**config.mk**
```make
export PLATFORM = sky130hd
export DESIGN_NAME = counter
export DESIGN_NICKNAME = d
export VERILOG_FILES = /design/src/rtl/counter.sv
export SDC_FILE = /design/constraint.sdc
export NUM_CORES = 1
export LEC_CHECK = 0
export CORE_AREA = 2 2 39 41
export DETAILED_ROUTE_END_ITERATION = 10
export DIE_AREA = 0 0 41 43
export DONT_BUFFER_PORTS = 1
export PLACE_DENSITY = 0.57
export SLEW_MARGIN = 20
export SYNTH_ARGS = -nofsm -noshare
export SYNTH_HDL_FRONTEND = slang
export SYNTH_SLANG_ARGS = --single-unit
```
**constraint.sdc**
```tcl
create_clock -name clk -period 1.2 [get_ports clk]
set_input_delay 0.18 -clock clk [delete_from_list [all_inputs] [get_ports clk]]
set_output_delay 0.18 -clock clk [all_outputs]
set_load 0.005 [all_outputs]
```
**src/rtl/counter.sv**
```systemverilog
// rtl/counter.sv - free-running N-bit up-counter with terminal-count flag
//
// Purpose:
//   General-purpose timebase/prescaler primitive. Increments on every rising
//   clk edge, wraps modulo 2^N, and decodes the all-ones state as max_tick so
//   downstream logic can use it as a periodic tick or enable. No enable, load
//   or down-count; reset is the only control.
//
// Parameters:
//   N         counter width in bits, legal range 1..32 (default 10)
//
// Ports:
//   clk       in   1  single clock, all state changes on the rising edge
//   rst       in   1  asynchronous active-high reset, clears the count
//   q         out  N  current count, driven straight from the count register
//   max_tick  out  1  high while q is all ones (combinational decode of q)
//   min_tick  out  1  high while q is zero; only present when the macro
//                     COUNTER_MIN_TICK_EN is defined
//
// Configuration:
//   COUNTER_MIN_TICK_EN  adds the min_tick output; counting is unchanged.

module counter #(
  parameter int N = 10
) (
  input  logic         clk,
  input  logic         rst,
`ifdef COUNTER_MIN_TICK_EN
  output logic         min_tick,
`endif
  output logic         max_tick,
  output logic [N-1:0] q
);

  logic [N-1:0] count_reg;
  logic [N-1:0] count_next;

  // Truncating add: all-ones rolls straight to zero, no carry-out kept.
  assign count_next = count_reg + 1'b1;

  always_ff @(posedge clk or posedge rst) begin
    if (rst) begin
      count_reg <= '0;
    end else begin
      count_reg <= count_next;
    end
  end

  assign q = count_reg;

  // Pure decode with no register stage: the flag rises in the same cycle q
  // reaches all ones and falls with the wrap (or immediately on reset).
  assign max_tick = &count_reg;

`ifdef COUNTER_MIN_TICK_EN
  assign min_tick = (count_reg == '0);
`endif

endmodule

```
==> impl_metrics.tcl, run 1 <==
set metrics [dict create \
    yosysSeqAreaShare_pct 57.8 \
    synth_seq_cells 10 \
    critPathLaunchType "flop" \
    grt_use_total_pct 11.5 \
    r2r_start "q[0]" \
    synth_flop_cell "dfrtp_1" \
    drt-total-wl_um 844 \
    clock_path_buffers 2 \
    dr.pass1.iters 4 \
    period_minus_slack_ns 1.37 \
    synth_top_area_share_pct 57.8 \
    grt_max_degree 11 \
    ioPinCount 13 \
    async_reset_ff_share_pct 100 \
    cts_buffers 3 \
    die_area_um2 1760 \
    setup_violations 1 \
    seq_power_share_pct 51.7 \
    ff2ff_setup_slack_ns 0.03 \
    cp-end-kind "primary output" \
    diodes 0 \
    hold_class "input port to asynchronous set/reset pin" \
    critPathKind "flop to primary output" \
    place_ws_ns 0.110 \
    drv_slew 0 \
    post-dp-hpwl_um 659 \
    critPathRequiredTime_ns 1.02 \
    syn_inst 36 \
    die_h_um 43 \
    start_util_pct 31.3 \
    gp_congestion 0.704 \
    cts_tree "yes" \
    io_buffers 0 \
    rows 14 \
    finalWorstSetupSlack_ns -0.173 \
    antenna_found_initial 0 \
    crit_path_end "max_tick" \
    drc 0 \
    vias 332 \
    mappedNetlistNets 39 \
    max_cap_viol_count 0 \
    finalClockSkew_ns 0.00211 \
    ir_worst_vdd_mv 0.488 \
    combPwrFrac_pct 1.4 \
    clk_latency_ns 0.27 \
    final_nets 60 \
    ys_types 11 \
    die_w_um 41 \
    ys_warn_count 0 \
    synth_edf_count 0 \
    outcome "finished, violations left" \
    area_growth_pct 45.4 \
    crit_path_start "q[0]" \
    leakage_nw 0.307 \
    synth_area_leaders "dfrtp_1 58%, xnor2_1 8.1%, xor2_1 8.1%" \
    grt_pass1_vias 323 \
    hold_ws_ns 0.329 \
    switching_share_pct 19.7 \
    coreArea_um2 1380 \
    yosysMostFrequentCell "dfrtp_1" \
    grt-ovfl-total 0 \
    cp_max_fo 2 \
    clkSinkCount 10 \
    maxSlewHeadroom_pct 74.3 \
    syn-cell-area_um2 433 \
    htreeDepth 1 \
    cp.arrival_ns 1.19 \
    tightest_slew_ns 0.384 \
    rsz0062_at_grt "true" \
    p_clk_share_pct 46.9 \
    wl_per_cell_um 11.7 \
    synth_common_cells "10 x dfrtp_1, 4 x inv_1, 4 x xnor2_1, 4 x xor2_1" \
    postRouteAntennaNets 0 \
    internal_power_uw 524 \
    finalPower_uw 652 \
    fmax_ghz 0.728 \
    post_drt_via_cell_ratio 4.61 \
    largest_reg_flops 10 \
    drive_gt1_share_pct 48.2 \
    hold_viol_final 0 \
    syn_area_per_cell_um2 12.0 \
    root_buffer "clkbuf_4" \
    min_period_over_period_pct 114 \
    clkTransAtPathRegs_ns 0.07 \
    powerDensity_nw_per_um2 1040 \
    r2r_cells 5 \
    switching_power_uw 128 \
    synth_top_area_cell "dfrtp_1" \
    grt_pass1_wl_mm 1.35 \
    drtIter0Drc 5 \
    r2r-end "q[9]" \
    violations "setup timing" \
]
## critical path: stages (launching register included)
cell and delay, ns:
dfrtp_1 0.35, ha_1 0.19, nand2_2 0.08, nor4_2 0.16, buf_4 0.15
## worst min-delay path by stage
stage               slack, ns    to  cells past startpoint
floorplan                0.02  q[0]                      1
global placement         0.06  q[2]                      1
detailed placement       0.07  q[2]                      1
CTS                      0.35  q[1]                      2
global route             0.38  q[0]                      2
finish                   0.33  q[3]                      2
## layout by cell type (no fill, tap or decap)
cell,n
inv_1,4
nor4_2,1
nor3_4,1
buf_4,15
xor2_1,4
nand2_1,2
nand2_2,1
nor2_2,1
xnor2_1,4
dlygate4sd3_1,1
dfrtp_1,10
nor2_1,1
nand3_2,2
nand3_1,2
clkbuf_4,3
ha_1,1
nor3_2,2
clkbuf_8,1
## metal layers
layer	wire [um]	track usage [%]
met3	49	4.71
met1	308	13.4
met2	477	18.1
met4	8	4.00
met5	0	0
## power by group through the flow
| stage | combinational, mW | sequential [mW] | clock [mW] |
|---|---|---|---|
| 6_report | 0.00914 | 0.337 | 0.306 |
| 5_1_grt | 0.0108 | 0.337 | 0.323 |
| 4_1_cts | 0.00973 | 0.337 | 0.308 |
| 3_5_place_dp | 0.00717 | 0.343 | 0 |
| 3_3_place_gp | 0.00655 | 0.343 | 0 |
| 2_1_floorplan | 0.00519 | 0.343 | 0 |
## logic make-up (layout without fill, tap and decap cells)
logic type                 Yosys count  after routing  synth area share (%)
and+or+nand+nor                     13             13                  19.7
DFF                                 10             10                  57.8
xor gates and xnor gates             8              8                  16.2
buffers and inverters                4             24                  3.47
adders and majority gates            1              1                  2.89
## metrics by stage
step | TNS (ns) | instance area [um^2] | std cells | utilization [%]
3_3_place_gp | 0 | 551 | 65 | 39.8
3_5_place_dp | 0 | 551 | 65 | 39.8
2_1_floorplan | 0 | 433 | 36 | -
5_1_grt | -0.322 | 629 | 72 | 45.5
4_1_cts | -0.185 | 597 | 70 | 43.1
6_report | -0.173 | 629 | 72 | 45.5
## area by class of cell
| class | count | area (um^2) |
|---|---|---|
| clock buffers | 4 | 36.3 |
| fillers | 126 | 754 |
| inverters | 4 | 15.0 |
| multi-input cells | 22 | 185 |
| flip-flops and latches | 10 | 250 |
| well taps | 16 | 20.0 |
| repair buffers | 16 | 123 |
## what timing repair did
item	4_1_cts	5_1_grt
setup endpoints to repair	1	3
hold buffers	1	0
resized for setup	0	4
hold endpoints to repair	10	0
buffers inserted	0	2
pin swaps	0	3
(Power assumes the default switching activity.)
==> run 2: changes to the inputs <==
--- a/config.mk
+++ b/config.mk
@@ -10,6 +10,7 @@
 export DIE_AREA = 0 0 41 43
 export DONT_BUFFER_PORTS = 1
 export PLACE_DENSITY = 0.57
+export SETUP_SLACK_MARGIN = 0.5
 export SLEW_MARGIN = 20
 export SYNTH_ARGS = -nofsm -noshare
 export SYNTH_HDL_FRONTEND = slang
==> run 2 against run 1 <==
- die area unchanged
- fmax is 8.2% higher
- critical endpoint unchanged
- register-to-register slack got worse by 0.09 ns
- clock skew is 0.00082 ns higher
- the flow still finishes with violations (setup timing)
- flip-flop and latch count unchanged
==> impl_metrics.tcl, run 2 (synthesis gave the netlist of run 1 again) <==
set metrics [dict create \
    antenna_found_initial 0 \
    ir_worst_vdd_mv 0.417 \
    ff2ff_setup_slack_ns -0.06 \
    cts_tree "yes" \
    setup_violations 2 \
    tightest_slew_ns 0.230 \
    area_growth_pct 45.1 \
    finalClockSkew_ns 0.00294 \
    placed_cells_incl_taps 56 \
    drive_gt1_share_pct 56.3 \
    cpPeakStageDelay_ns 0.40 \
    min_period_over_period_pct 106 \
    vias 304 \
    cts_buffers 3 \
    cp.arrival_ns 1.09 \
    final_common_cell "dfrtp_1" \
    cp-end-kind "primary output" \
    hold_class "input port to asynchronous set/reset pin" \
    max_cap_viol_count 0 \
    post_drt_via_cell_ratio 4.75 \
    rsz0062_at_grt "true" \
    postRouteAntennaNets 0 \
    diodes 0 \
    grt-ovfl-total 0 \
    dr.pass1.iters 2 \
    clkTransAtPathRegs_ns 0.07 \
    rows 14 \
    powerDensity_nw_per_um2 1040 \
    critPathRequiredTime_ns 1.02 \
    r2r_cells 5 \
    stdcell_area_um2 628 \
    drtIter0Drc 1 \
    ioPinCount 13 \
    r2r_start "q[0]" \
    final_nets 52 \
    crit_path_start "q[5]" \
    grt_pass1_wl_mm 1.45 \
    coreArea_um2 1380 \
    die_area_um2 1760 \
    period_minus_slack_ns 1.27 \
    drc 0 \
    fmax_ghz 0.788 \
    grt_use_total_pct 13.3 \
    hold_viol_final 0 \
    clk_latency_ns 0.27 \
    layout_common_cells "7 x dfrtp_1, 4 x xnor2_1, 4 x xor2_1, 4 x buf_4" \
    outcome "finished, violations left" \
    io_buffers 0 \
    htreeDepth 1 \
    clkSinkCount 10 \
    fillers 129 \
    crit_path_end "max_tick" \
    violations "setup timing" \
    grt_pass1_vias 332 \
    slowest_stage "dfrtp_1" \
    drv_slew 0 \
    largest_reg_flops 10 \
    critPathLaunchType "flop" \
    root_buffer "clkbuf_4" \
    start_util_pct 31.3 \
    placed_area_um2 504 \
    drt-total-wl_um 898 \
    maxSlewHeadroom_pct 84.6 \
    grt_max_degree 11 \
    instances_no_fill 64 \
    tns_ns -0.127 \
    die_h_um 43 \
    cp_max_fo 5 \
    clock_path_buffers 2 \
    post-dp-hpwl_um 609 \
    wl_per_cell_um 14.0 \
    leakage_nw 0.280 \
    finalWorstSetupSlack_ns -0.0691 \
    critPathKind "flop to primary output" \
    cp_cell_sequence "nand3_4 -> nor4_4" \
    gp_congestion 0.673 \
    r2r-end "q[8]" \
    die_w_um 41 \
]
run 2: what timing repair did:
action	CTS	global route
endpoints found under the hold margin	10	0
setup endpoints to repair	20	22
hold buffers	1	0
buffers inserted	3	0
gates resized for setup	10	4
pin swaps	6	2
run 2: per-stage QoR:
step | power [mW] | utilization, % | hold slack, ns | worst slack, ns
6_report | 0.653 | 45.4 | 0.319 | -0.0691
4_1_cts | 0.668 | 44.7 | 0.335 | -0.0852
3_3_place_gp | 0.350 | 36.4 | 0.0548 | 0.125
5_1_grt | 0.683 | 45.4 | 0.324 | -0.123
2_1_floorplan | 0.349 | - | 0.0202 | 0.170
3_5_place_dp | 0.351 | 36.4 | 0.0776 | 0.0625
run 2: worst max-delay path: cells and delay by family (launching register included):
family	cells	cell delay (ns)
DFF	1	0.40
and+or+nand+nor	2	0.43
run 2: metal layers:
layer / track usage [%] / up-vias / part of all wire, %
met1: 13.7 / 153 / 37
met3: 6.28 / 2 / 5.1
met2: 20.6 / 9 / 56
li1: - / 140 / -
met4: 8.00 / 0 / 1.6
met5: 0 / - / 0
run 2: power breakdown:
group          switching [mW]  internal [mW]
Sequential                  0          0.337
Combinational         0.00784        0.00295
Clock                   0.121          0.184
Total                   0.129          0.524
run 2: layout make-up:
| cell class | count | area, um^2 | area share (%) |
|---|---|---|---|
| multi-input cells | 22 | 225 | 35.9 |
| flip-flops and latches | 10 | 254 | 40.4 |
| clock buffers | 4 | 36.3 | 5.78 |
| well taps | 16 | 20.0 | 3.19 |
| inverters | 4 | 18.8 | 2.99 |
| repair buffers | 8 | 73.8 | 11.8 |
run 2: worst min path at each step:
stage	to	slack (ns)	start	cells past startpoint
floorplan	q[0]	0.02	rst	1
global route	q[8]	0.32	rst	2
CTS	q[8]	0.34	rst	2
finish	q[6]	0.32	rst	2
global placement	q[1]	0.05	rst	1
detailed placement	q[1]	0.08	rst	1
